### config.mk
export PLATFORM = sky130hd
export DESIGN_NAME = receptor_medida_dht11_flat
export DESIGN_NICKNAME = d
export VERILOG_FILES = /design/src/rtl/tusca_dht11_pkg.sv /design/src/rtl/receptor_medida_dht11_if.sv /design/src/rtl/rx_serial_8n1.sv /design/src/rtl/receptor_medida_dht11.sv /design/src/flat_wrapper.sv
export SDC_FILE = /design/constraint.sdc
export NUM_CORES = 1
export LEC_CHECK = 0
export ABC_AREA = 1
export BUFFER_PORTS_ARGS = -buffer_cell sky130_fd_sc_hd__buf_4
export CORE_MARGIN = 1
export CORE_UTILIZATION = 25
export DETAILED_ROUTE_END_ITERATION = 10
export MAX_ROUTING_LAYER = met4
export SKIP_CTS_REPAIR_TIMING = 1
export SLEW_MARGIN = 30
export SYNTH_ARGS = -nofsm -noshare
export SYNTH_HDL_FRONTEND = slang
export SYNTH_HIERARCHICAL = 1
export SYNTH_SLANG_ARGS = --single-unit
### constraint.sdc
create_clock -name clock -period 8.5 [get_ports clock]
set_input_delay 1.7 -clock clock [delete_from_list [all_inputs] [get_ports clock]]
set_output_delay 1.7 -clock clock [all_outputs]
set_load 0.02 [all_outputs]
### src/rtl/tusca_dht11_pkg.sv
// Shared types and constants for the DHT11 measurement front end.
package tusca_dht11_pkg;

    // Measurement FSM; encodings are visible on db_estado.
    typedef enum logic [2:0] {
        Ocioso      = 3'd0,
        Solicita    = 3'd1,
        AguardaByte = 3'd2,
        Armazena    = 3'd3,
        Verifica    = 3'd4,
        Atualiza    = 3'd5,
        Erro        = 3'd6
    } estado_medida_e;

    // Serial receiver FSM.
    typedef enum logic [2:0] {
        RxOcioso = 3'd0,
        RxInicio = 3'd1,
        RxDados  = 3'd2,
        RxParada = 3'd3
    } estado_rx_e;

    localparam int unsigned BYTES_PACOTE = 5;

    localparam logic [1:0] ERRO_NENHUM   = 2'b00;
    localparam logic [1:0] ERRO_TIMEOUT  = 2'b01;
    localparam logic [1:0] ERRO_CHECKSUM = 2'b10;
    localparam logic [1:0] ERRO_FRAMING  = 2'b11;

    // 8-bit wrap-around sum of the four payload bytes.
    function automatic logic [7:0] soma_checksum(input logic [7:0] b0, input logic [7:0] b1,
                                                 input logic [7:0] b2, input logic [7:0] b3);
        logic [7:0] soma;
        soma = b0 + b1;
        soma = soma + b2;
        soma = soma + b3;
        return soma;
    endfunction

endpackage

### src/rtl/receptor_medida_dht11_if.sv
// Request/result bundle between a measurement client and the DHT11 front end.
interface receptor_medida_dht11_if;
    logic        medir;
    logic        medir_out;
    logic        pronto_medida;
    logic        erro_medida;
    logic [1:0]  erro_codigo;
    logic [15:0] umidade_out;
    logic [15:0] temperatura_out;
    logic [2:0]  db_estado;

    // Client side: issues requests, consumes results.
    modport master (
        output medir,
        input  medir_out,
        input  pronto_medida,
        input  erro_medida,
        input  erro_codigo,
        input  umidade_out,
        input  temperatura_out,
        input  db_estado
    );

    // Front end side.
    modport slave (
        input  medir,
        output medir_out,
        output pronto_medida,
        output erro_medida,
        output erro_codigo,
        output umidade_out,
        output temperatura_out,
        output db_estado
    );
endinterface

### src/rtl/rx_serial_8n1.sv
// 8N1 serial receiver, LSB first, with start-bit glitch rejection.
module rx_serial_8n1 #(
    parameter int unsigned CICLOS_BIT = 5208
) (
    input  logic       clock,
    input  logic       reset,
    input  logic       rx_serial,
    output logic [7:0] dado,
    output logic       pronto,
    output logic       erro_stop,
    output logic [2:0] db_estado
);
    import tusca_dht11_pkg::*;

    localparam int unsigned LARGURA = $clog2(CICLOS_BIT);
    localparam logic [LARGURA-1:0] FIM_BIT  = LARGURA'(CICLOS_BIT - 1);
    localparam logic [LARGURA-1:0] MEIO_BIT = LARGURA'(CICLOS_BIT / 2 - 1);

    estado_rx_e         estado_q, estado_d;
    logic [LARGURA-1:0] cont_q, cont_d;
    logic [2:0]         nbit_q, nbit_d;
    logic [7:0]         dado_q, dado_d;
    logic               pronto_q, pronto_d;
    logic               erro_q, erro_d;
    logic               rx_meta_q, rx_sync_q, rx_ant_q;

    // Synchronise the line and keep the previous sample for edge detection.
    always_ff @(posedge clock or posedge reset) begin
        if (reset) begin
            rx_meta_q <= 1'b1;
            rx_sync_q <= 1'b1;
            rx_ant_q  <= 1'b1;
        end else begin
            rx_meta_q <= rx_serial;
            rx_sync_q <= rx_meta_q;
            rx_ant_q  <= rx_sync_q;
        end
    end

    // Receiver state register.
    always_ff @(posedge clock or posedge reset) begin
        if (reset) begin
            estado_q <= RxOcioso;
            cont_q   <= '0;
            nbit_q   <= '0;
            dado_q   <= '0;
            pronto_q <= 1'b0;
            erro_q   <= 1'b0;
        end else begin
            estado_q <= estado_d;
            cont_q   <= cont_d;
            nbit_q   <= nbit_d;
            dado_q   <= dado_d;
            pronto_q <= pronto_d;
            erro_q   <= erro_d;
        end
    end

    // Receiver next state: half-bit start check, then samples at bit centres.
    always_comb begin
        estado_d = estado_q;
        cont_d   = cont_q;
        nbit_d   = nbit_q;
        dado_d   = dado_q;
        pronto_d = 1'b0;
        erro_d   = 1'b0;
        unique case (estado_q)
            RxOcioso: begin
                if (rx_ant_q && !rx_sync_q) begin
                    estado_d = RxInicio;
                    cont_d   = '0;
                end
            end
            RxInicio: begin
                if (cont_q == MEIO_BIT) begin
                    cont_d = '0;
                    nbit_d = '0;
                    // Line back high at mid start bit: treat as a glitch.
                    estado_d = rx_sync_q ? RxOcioso : RxDados;
                end else begin
                    cont_d = cont_q + 1'b1;
                end
            end
            RxDados: begin
                if (cont_q == FIM_BIT) begin
                    cont_d = '0;
                    dado_d = {rx_sync_q, dado_q[7:1]};
                    nbit_d = nbit_q + 1'b1;
                    if (nbit_q == 3'd7) begin
                        estado_d = RxParada;
                    end
                end else begin
                    cont_d = cont_q + 1'b1;
                end
            end
            RxParada: begin
                if (cont_q == FIM_BIT) begin
                    cont_d   = '0;
                    estado_d = RxOcioso;
                    pronto_d = rx_sync_q;
                    erro_d   = !rx_sync_q;
                end else begin
                    cont_d = cont_q + 1'b1;
                end
            end
            default: estado_d = RxOcioso;
        endcase
    end

    assign dado      = dado_q;
    assign pronto    = pronto_q;
    assign erro_stop = erro_q;
    assign db_estado = estado_q;

endmodule

### src/rtl/receptor_medida_dht11.sv
// DHT11 measurement front end: request, receive 5-byte packet, check, publish.
module receptor_medida_dht11
    import tusca_dht11_pkg::*;
#(
    parameter int unsigned CICLOS_BIT     = 5208,
    parameter int unsigned TIMEOUT_CICLOS = 50_000_000
) (
    input  logic                    clock,
    input  logic                    reset,
    input  logic                    rx_serial,
    receptor_medida_dht11_if.slave  medida
);

    localparam int unsigned LARGURA_TO = $clog2(TIMEOUT_CICLOS);
    localparam logic [LARGURA_TO-1:0] TO_MAX = LARGURA_TO'(TIMEOUT_CICLOS - 1);
    localparam logic [2:0] ULTIMO_INDICE = 3'(BYTES_PACOTE - 1);

    logic [7:0] rx_dado;
    logic       rx_pronto;
    logic       rx_erro;
    logic [2:0] rx_db_estado_unused;

    rx_serial_8n1 #(
        .CICLOS_BIT(CICLOS_BIT)
    ) u_rx (
        .clock     (clock),
        .reset     (reset),
        .rx_serial (rx_serial),
        .dado      (rx_dado),
        .pronto    (rx_pronto),
        .erro_stop (rx_erro),
        .db_estado (rx_db_estado_unused)
    );

    estado_medida_e      estado_q, estado_d;
    logic [1:0]          codigo_q, codigo_d;
    logic [7:0]          buffer_q [BYTES_PACOTE];
    logic [2:0]          indice_q;
    logic [LARGURA_TO-1:0] cont_to_q;
    logic                medir_out_q, pronto_q, erro_q;
    logic [15:0]         umidade_q, temperatura_q;
    logic                timeout;
    logic                checksum_ok;
    logic                grava;
    logic                carrega;

    // Counter saturates so a timeout reached during ARMAZENA still fires afterwards.
    assign timeout     = (cont_to_q == TO_MAX);
    assign checksum_ok = (soma_checksum(buffer_q[0], buffer_q[1], buffer_q[2], buffer_q[3])
                          == buffer_q[4]);

    // FSM state and error-code register.
    always_ff @(posedge clock or posedge reset) begin
        if (reset) begin
            estado_q <= Ocioso;
            codigo_q <= ERRO_NENHUM;
        end else begin
            estado_q <= estado_d;
            codigo_q <= codigo_d;
        end
    end

    // FSM next state; timeout takes priority over receiver events.
    always_comb begin
        estado_d = estado_q;
        codigo_d = codigo_q;
        grava    = 1'b0;
        carrega  = 1'b0;
        unique case (estado_q)
            Ocioso: begin
                if (medida.medir) begin
                    estado_d = Solicita;
                end
            end
            Solicita: begin
                codigo_d = ERRO_NENHUM;
                estado_d = AguardaByte;
            end
            AguardaByte: begin
                if (timeout) begin
                    estado_d = Erro;
                    codigo_d = ERRO_TIMEOUT;
                end else if (rx_erro) begin
                    estado_d = Erro;
                    codigo_d = ERRO_FRAMING;
                end else if (rx_pronto) begin
                    estado_d = Armazena;
                end
            end
            Armazena: begin
                grava    = 1'b1;
                estado_d = (indice_q == ULTIMO_INDICE) ? Verifica : AguardaByte;
            end
            Verifica: begin
                if (checksum_ok) begin
                    estado_d = Atualiza;
                    carrega  = 1'b1;
                end else begin
                    estado_d = Erro;
                    codigo_d = ERRO_CHECKSUM;
                end
            end
            Atualiza: estado_d = Ocioso;
            Erro:     estado_d = Ocioso;
            default:  estado_d = Ocioso;
        endcase
    end

    // Datapath: buffer, index, timeout counter and registered outputs.
    always_ff @(posedge clock or posedge reset) begin
        if (reset) begin
            for (int i = 0; i < BYTES_PACOTE; i++) begin
                buffer_q[i] <= '0;
            end
            indice_q      <= '0;
            cont_to_q     <= '0;
            medir_out_q   <= 1'b0;
            pronto_q      <= 1'b0;
            erro_q        <= 1'b0;
            umidade_q     <= '0;
            temperatura_q <= '0;
        end else begin
            if (estado_q == Solicita) begin
                indice_q  <= '0;
                cont_to_q <= '0;
            end else if ((estado_q == AguardaByte || estado_q == Armazena) && !timeout) begin
                cont_to_q <= cont_to_q + 1'b1;
            end
            if (grava) begin
                buffer_q[indice_q] <= rx_dado;
                indice_q           <= indice_q + 1'b1;
            end
            if (carrega) begin
                umidade_q     <= {buffer_q[0], buffer_q[1]};
                temperatura_q <= {buffer_q[2], buffer_q[3]};
            end
            // Pulses are registered from the next state so they line up with it.
            medir_out_q <= (estado_d == Solicita);
            pronto_q    <= (estado_d == Atualiza);
            erro_q      <= (estado_d == Erro);
        end
    end

    assign medida.medir_out       = medir_out_q;
    assign medida.pronto_medida   = pronto_q;
    assign medida.erro_medida     = erro_q;
    assign medida.erro_codigo     = codigo_q;
    assign medida.umidade_out     = umidade_q;
    assign medida.temperatura_out = temperatura_q;
    assign medida.db_estado       = estado_q;

endmodule

### src/flat_wrapper.sv
// flat-port wrapper written by rule: the top's interface ports become plain ports
module receptor_medida_dht11_flat import tusca_dht11_pkg::*;
#(
    parameter int unsigned CICLOS_BIT     = 5208,
    parameter int unsigned TIMEOUT_CICLOS = 50_000_000
)
  (clock, reset, rx_serial, medida_medir, medida_medir_out, medida_pronto_medida, medida_erro_medida, medida_erro_codigo, medida_umidade_out, medida_temperatura_out, medida_db_estado);
  receptor_medida_dht11_if medida_i ();
  input  logic clock;
  input  logic reset;
  input  logic rx_serial;
  input wire logic [$bits(medida_i.medir)-1:0] medida_medir;
  output wire logic [$bits(medida_i.medir_out)-1:0] medida_medir_out;
  output wire logic [$bits(medida_i.pronto_medida)-1:0] medida_pronto_medida;
  output wire logic [$bits(medida_i.erro_medida)-1:0] medida_erro_medida;
  output wire logic [$bits(medida_i.erro_codigo)-1:0] medida_erro_codigo;
  output wire logic [$bits(medida_i.umidade_out)-1:0] medida_umidade_out;
  output wire logic [$bits(medida_i.temperatura_out)-1:0] medida_temperatura_out;
  output wire logic [$bits(medida_i.db_estado)-1:0] medida_db_estado;
  assign medida_i.medir = medida_medir;
  assign medida_medir_out = medida_i.medir_out;
  assign medida_pronto_medida = medida_i.pronto_medida;
  assign medida_erro_medida = medida_i.erro_medida;
  assign medida_erro_codigo = medida_i.erro_codigo;
  assign medida_umidade_out = medida_i.umidade_out;
  assign medida_temperatura_out = medida_i.temperatura_out;
  assign medida_db_estado = medida_i.db_estado;
  receptor_medida_dht11 #(.CICLOS_BIT(CICLOS_BIT), .TIMEOUT_CICLOS(TIMEOUT_CICLOS)) u_core (.clock(clock), .reset(reset), .rx_serial(rx_serial), .medida(medida_i));
endmodule
==> results of run 1 <==
[metal layers]
metal	vias to the layer above	track usage (%)	share of wire, %
li1	2972	-	-
met3	13	2.86	4.1
met1	2734	16.8	49
met5	-	-	0
met4	0	3.42	0.90
met2	124	19.8	46
[sequential cells by signal, summed over array words and instances (netlist names)]
name and cells:
u_core/medida.umidade_out 16, u_core/medida.db_estado 3, u_core/u_rx/nbit_q 3, u_core/u_rx/rx_ant_q 1, u_core/u_rx/dado 8, u_core/medida.temperatura_out 16
u_core/medida.erro_codigo 2, u_core/u_rx/cont_q 13, u_core/medida.medir_out 1, u_core/medida.erro_medida 1, u_core/u_rx/rx_meta_q 1, u_core/indice_q 3
u_core/buffer_q 40, u_core/medida.pronto_medida 1, u_core/u_rx/erro_stop 1, u_core/u_rx/rx_sync_q 1, u_core/cont_to_q 26, u_core/u_rx/db_estado 2
u_core/u_rx/pronto 1
[worst max-delay path, delay by kind of cell (launching register included)]
family	cells	cell delay (ns)
adder cells (fa/ha/maj)	4	1.78
AND/OR/NAND/NOR	9	1.50
buffers and inverters	3	0.75
flip-flops	1	0.41
[power groups by stage]
| stage | Sequential (mW) | Clock (mW) | Combinational [mW] |
|---|---|---|---|
| after detailed placement | 0.702 | 0 | 0.108 |
| after CTS | 0.690 | 0.779 | 0.109 |
| after floorplan | 0.699 | 0 | 0.0789 |
| after global routing | 0.692 | 0.805 | 0.123 |
| final | 0.690 | 0.762 | 0.106 |
| after global placement | 0.702 | 0 | 0.107 |
[worst max path at each step]
stage | to | slack [ns] | depth (start not counted)
2_1_floorplan | u_core/buffer_q[0]$_DFFE_PP0P_ | 3.93 | 1
3_3_place_gp | u_core/medida.temperatura_out[9]$_DFFE_PP0P_ | 4.16 | 17
3_5_place_dp | u_core/medida.umidade_out[12]$_DFFE_PP0P_ | 4.00 | 16
4_1_cts | u_core/medida.temperatura_out[7]$_DFFE_PP0P_ | 3.95 | 16
5_1_grt | u_core/medida.umidade_out[15]$_DFFE_PP0P_ | 3.61 | 16
6_report | u_core/medida.temperatura_out[7]$_DFFE_PP0P_ | 4.00 | 16
[final cells by class]
class	count	area share [%]
clock buffer	17	4.97
clock inverter	15	2.09
inverter	109	4.88
multi-input combinational	630	37.6
sequential	140	41.0
tap	378	5.52
timing repair buffer	45	3.99
[per-stage QoR]
step	utilization (%)	power (mW)	worst slack, ns
after global routing	30.4	1.62	3.61
after CTS	30.4	1.58	3.95
after detailed placement	28.2	0.811	4.00
final	30.4	1.56	4.00
after global placement	28.2	0.808	4.16
after floorplan	-	0.778	3.93
==> reports/results.txt, run 1 <==
Hold Violations, Final - 0
mapped cell area - 7240 µm²
crit path DAT - 4.85 ns
Initial Util - 25.7%
CP Launch Point - u_core/buffer_q[9]$_DFFE_PP0P_
Routed wire per std cell - 12.9 µm
Critical Path Start Type - flip-flop
most frequent CP cell - nand2_1
worst-case clock skew - 0.00888 ns
total congestion overflow - 0
I/O pin cnt - 44
CTS buffer count - 17
Vias/cell - 4.38
crit share post-route - 53.0%
initial antenna violation count - 0
CTS root buffer - clkbuf_16
critical path class - flip-flop to flip-flop
Hold/Removal Path Class - flip-flop to flip-flop
fin crit period - 4.50 ns
largest net degree at the start of global routing - 68
outcome - finished, final reports clean
syn_area_per_cell - 8.07 µm²
Clk pin slew, worst setup/hold paths - 0.06 ns
worst hold endpoint - u_core/u_rx/rx_sync_q$_DFF_PP1_
area of the multi-input gates - 3220 µm²
crit path max-delay cell type - nand3_2
f_max - 222 MHz
Reg2Reg Setup Slack - 4.00 ns
layout cells sized above 1 - 11.9%
sequential fraction of design power - 44.3%
Max-Cap Viols - 0
VDD IR max - 0.000128 V
Leak Pwr - 4.15 nW
Final Non-Filler Cells - 1334
Clock Latency Late Sink - 0.42 ns
commonest non-fill, non-tap cells in the layout - 310 x nand2_1, 137 x dfrtp_1, 97 x inv_1, 73 x o21ai_0, 53 x nand3_1
Final Max Tran Viols - 0
filler instances - 2997
Via Count - 5843
Least-Margin Pin Slew - 0.879 ns
CTS tree - yes
post-route ant nets - 0
Nets - 974
core footprint - 28200 µm²
post-DP HPWL - 12.5 mm
vias in the first global route - 5580
clock share of power - 48.9%
most common cell after layout, fill and taps aside - nand2_1
hold path start - u_core/u_rx/rx_meta_q$_DFF_PP1_
crit-path max FO - 41
pwr dens - 182 nW/µm²
hold slack - 0.359 ns
total die area - 29600 µm²
DP Area - 7960 µm²
P_int - 1.15 mW
FF-to-FF path depth - 16
Syn-to-layout area delta - 18.3%
first-pass GRT wire length - 28.7 mm
placed insts - 1302
slew margin rel. - 41.2%
crit path cell chain - fa_1, inv_1, fa_1, inv_1, ha_1, fa_1, nand2_1, nand2_1, nand3_1, nor2_1, nand3_1, nor3_2, nand3_2, clkinv_2, nand2_1, nand2_1
htree depth - 4
cells after synthesis - 897
Die Width - 172 µm
hold path cells - 0
WP data required - 8.85 ns
TNS Setup - 0 ns
Sequential cell area - 3510 µm²
crit path capture type - flip-flop
Crit path largest cell delay - 0.69 ns
combinational power share - 6.8%
Total GRT Usage - 12.8%
die height - 172 µm
CTS Buffer Depth - 2
Remaining DRCs - 0
Post-Route WL - 17.3 mm
Setup violations, final - 0
Switching Fraction - 26.4%
Synth Net Count - 928
routability cong. - 0.931
PortBufs - 43
Row Count - 61
drt first-iter violations - 446
Psw - 411 µW
clk sinks - 140
drt pass-1 iters - 5
Worst R2R Start - u_core/buffer_q[9]$_DFFE_PP0P_
Synthesis Warnings - 6
post-route cell area - 8560 µm²
unrepaired setup endpoints after global routing - false
Ant. Diodes - 0
reg-to-reg endpoint - u_core/medida.temperatura_out[7]$_DFFE_PP0P_
No activity file was read; power rests on OpenSTA's default activity.
==> run 2: changes to the inputs <==
==> constraint.sdc (replaced) <==
create_clock -name clock -period 4.3 [get_ports clock]
set_input_delay 0.86 -clock clock [delete_from_list [all_inputs] [get_ports clock]]
set_output_delay 0.86 -clock clock [all_outputs]
set_load 0.02 [all_outputs]
==> run 2 against run 1 <==
Effect of this change:
- clock-buffer cell count unchanged
- critical endpoint is now u_core/medida.temperatura_out[13]$_DFFE_PP0P_
- sequential power up 97%
- highest routed layer unchanged
- first-iteration DRC count up 0.45%
==> reports/results.txt, run 2 (synthesis results as in run 1) <==
crit path capture type - flip-flop
slew margin rel. - 47.3% (+6.1 points)
worst-case clock skew - 0.0115 ns (+0.00266 ns)
max reg flops - 40 (unchanged)
layout cells sized above 1 - 12.4% (+0.46 points)
Routed wire per std cell - 13.4 µm (+3.8%)
drt first-iter violations - 448 (+0.45%)
combinational power share - 6.9% (about the same)
Final Non-Filler Cells - 1339 (+0.37%)
placed insts - 1307 (+0.38%)
clk sinks - 140 (unchanged)
initial antenna violation count - 0 (unchanged)
Remaining DRCs - 0 (unchanged)
Syn-to-layout area delta - 18.9%
top routing layer used - met4
WL met2 - 8.42 mm (+5.4%)
fin crit period - 3.59 ns (-0.918 ns)
Die Width - 172 µm (unchanged)
Clock Latency Late Sink - 0.42 ns (about the same)
CTS root buffer - clkbuf_16
DP Area - 7990 µm² (+0.47%)
pwr dens - 360 nW/µm² (+98%)
vias in the first global route - 5766 (+3.3%)
post-route ant nets - 0 (unchanged)
I/O pin cnt - 44 (unchanged)
Largest regs - u_core/buffer_q: 40 flops, u_core/cont_to_q: 26 flops
Clk pin slew, worst setup/hold paths - 0.07 ns (about the same)
Critical Path Start Type - flip-flop
Ant. Diodes - 0 (unchanged)
core footprint - 28200 µm² (unchanged)
most common cell after layout, fill and taps aside - nand2_1
drt pass-1 iters - 5 (unchanged)
Initial Util - 25.7% (unchanged)
Nets - 979 (+0.51%)
crit path DAT - 3.95 ns (-0.90 ns)
Row Count - 61 (unchanged)
Setup violations, final - 0 (unchanged)
f_max - 279 MHz (+26%)
Switching Fraction - 26.8% (+0.36 points)
total die area - 29600 µm² (unchanged)
first-pass GRT wire length - 30.0 mm (+4.7%)
Hold Violations, Final - 0 (unchanged)
die height - 172 µm (unchanged)
Post-Route WL - 18.0 mm (+4.2%)
Reg2Reg Setup Slack - 0.71 ns (-3.28 ns)
Psw - 828 µW (+100%)
TNS Setup - 0 ns (unchanged)
largest net degree at the start of global routing - 62 (-8.8%)
post-DP HPWL - 13.2 mm (+5.5%)
Leak Pwr - 4.17 nW (+0.57%)
met3 routed WL - 716 µm (+2.4%)
clock share of power - 49.0% (about the same)
WP data required - 4.66 ns (-4.19 ns)
crit-path max FO - 28 (-32%)
outcome - finished, final reports clean
total congestion overflow - 0 (unchanged)
commonest non-fill, non-tap cells in the layout - 310 x nand2_1, 137 x dfrtp_1, 97 x inv_1, 73 x o21ai_0, 53 x nand3_1
VDD IR max - 0.000268 V (+110%)
critical path class - flip-flop to flip-flop
register name with the most flops - u_core/buffer_q
Max-Cap Viols - 0 (unchanged)
sequential fraction of design power - 44.0% (-0.3 points)
Least-Margin Pin Slew - 0.788 ns (-0.0912 ns)
Vias/cell - 4.43 (+1.2%)
Via Count - 5935 (+1.6%)
Final Max Tran Viols - 0 (unchanged)
Total GRT Usage - 13.4% (+0.62 points)
routability cong. - 0.917 (-1.4%)
hold slack - 0.355 ns (-0.00362 ns)
unrepaired setup endpoints after global routing - false
PortBufs - 43 (unchanged)
Metal-1 WL - 8.55 mm (+1.6%)
Final Util - 30.5% (+0.13 points)
htree depth - 4 (unchanged)
Hold/Removal Path Class - flip-flop to flip-flop
CTS buffer count - 17 (unchanged)
P_int - 2.27 mW (+98%)
crit share post-route - 83.4% (+30 points)
CTS tree - yes
post-route cell area - 8600 µm² (+0.44%)
CTS Buffer Depth - 2 (unchanged)
-- run 2: cell count changes in the layout (fill, tap and decap cells not counted), sizes merged --
cell | previous run | this run
buf | 45 | 50
inv | 115 | 114
clkinv | 5 | 6
-- run 2: area by class of cell --
| class | instances | area (µm²) |
|---|---|---|
| inverters | 109 | 418 |
| well taps | 378 | 473 |
| clock inverters | 15 | 183 |
| clock buffers | 17 | 425 |
| repair buffers | 50 | 375 |
| flip-flops and latches | 140 | 3510 |
| multi-input cells | 630 | 3220 |
| fillers | 3025 | 19600 |
-- run 2: power groups by stage --
stage          clock, mW  combinational (mW)  sequential (mW)
6_report            1.52               0.214             1.36
5_1_grt             1.62               0.249             1.37
4_1_cts             1.56               0.218             1.36
3_5_place_dp           0               0.215             1.39
3_3_place_gp           0               0.210             1.39
2_1_floorplan          0               0.156             1.38
-- run 2: path summary, 6_finish.rpt --
| path | endpoint | from | cells after the start |
|---|---|---|---|
| max reg2reg | u_core/medida.temperatura_out[13]$_DFFE_PP0P_ | u_core/buffer_q[9]$_DFFE_PP0P_ | 17 |
| min | u_core/u_rx/rx_sync_q$_DFF_PP1_ | u_core/u_rx/rx_meta_q$_DFF_PP1_ | 0 |
| max | u_core/medida.temperatura_out[13]$_DFFE_PP0P_ | u_core/buffer_q[9]$_DFFE_PP0P_ | 17 |
| min in group asynchronous | u_core/u_rx/nbit_q[1]$_DFFE_PP0P_ | reset | 2 |
| max in group asynchronous | u_core/medida.temperatura_out[9]$_DFFE_PP0P_ | reset | 3 |
| min reg2reg | u_core/u_rx/rx_sync_q$_DFF_PP1_ | u_core/u_rx/rx_meta_q$_DFF_PP1_ | 0 |
-- run 2: worst max-delay path, cell delays in order, from the launching register on --
cell,delay (ns)
dfrtp_1,0.42
fa_1,0.55
inv_1,0.05
fa_1,0.49
inv_1,0.04
ha_1,0.23
fa_1,0.44
nand2_1,0.11
nand2_1,0.05
nand2_1,0.05
nand2_1,0.05
nor2_1,0.11
nand3_1,0.10
nor3_2,0.18
nand3_2,0.14
clkinv_2,0.33
nand2_1,0.12
nand2_1,0.07
-- run 2: layer usage --
| layer | vias to the layer above | track usage, % |
|---|---|---|
| met5 | - | - |
| met4 | 0 | 4.62 |
| met3 | 18 | 2.82 |
| met2 | 105 | 21.0 |
| met1 | 2840 | 17.1 |
| li1 | 2972 | - |
-- run 2: stage by stage --
step                setup slack [ns]  power (mW)
floorplan                      0.566        1.54
global placement               0.822        1.60
detailed placement             0.726        1.60
CTS                            0.685        3.14
global route                   0.384        3.23
finish                         0.715        3.10
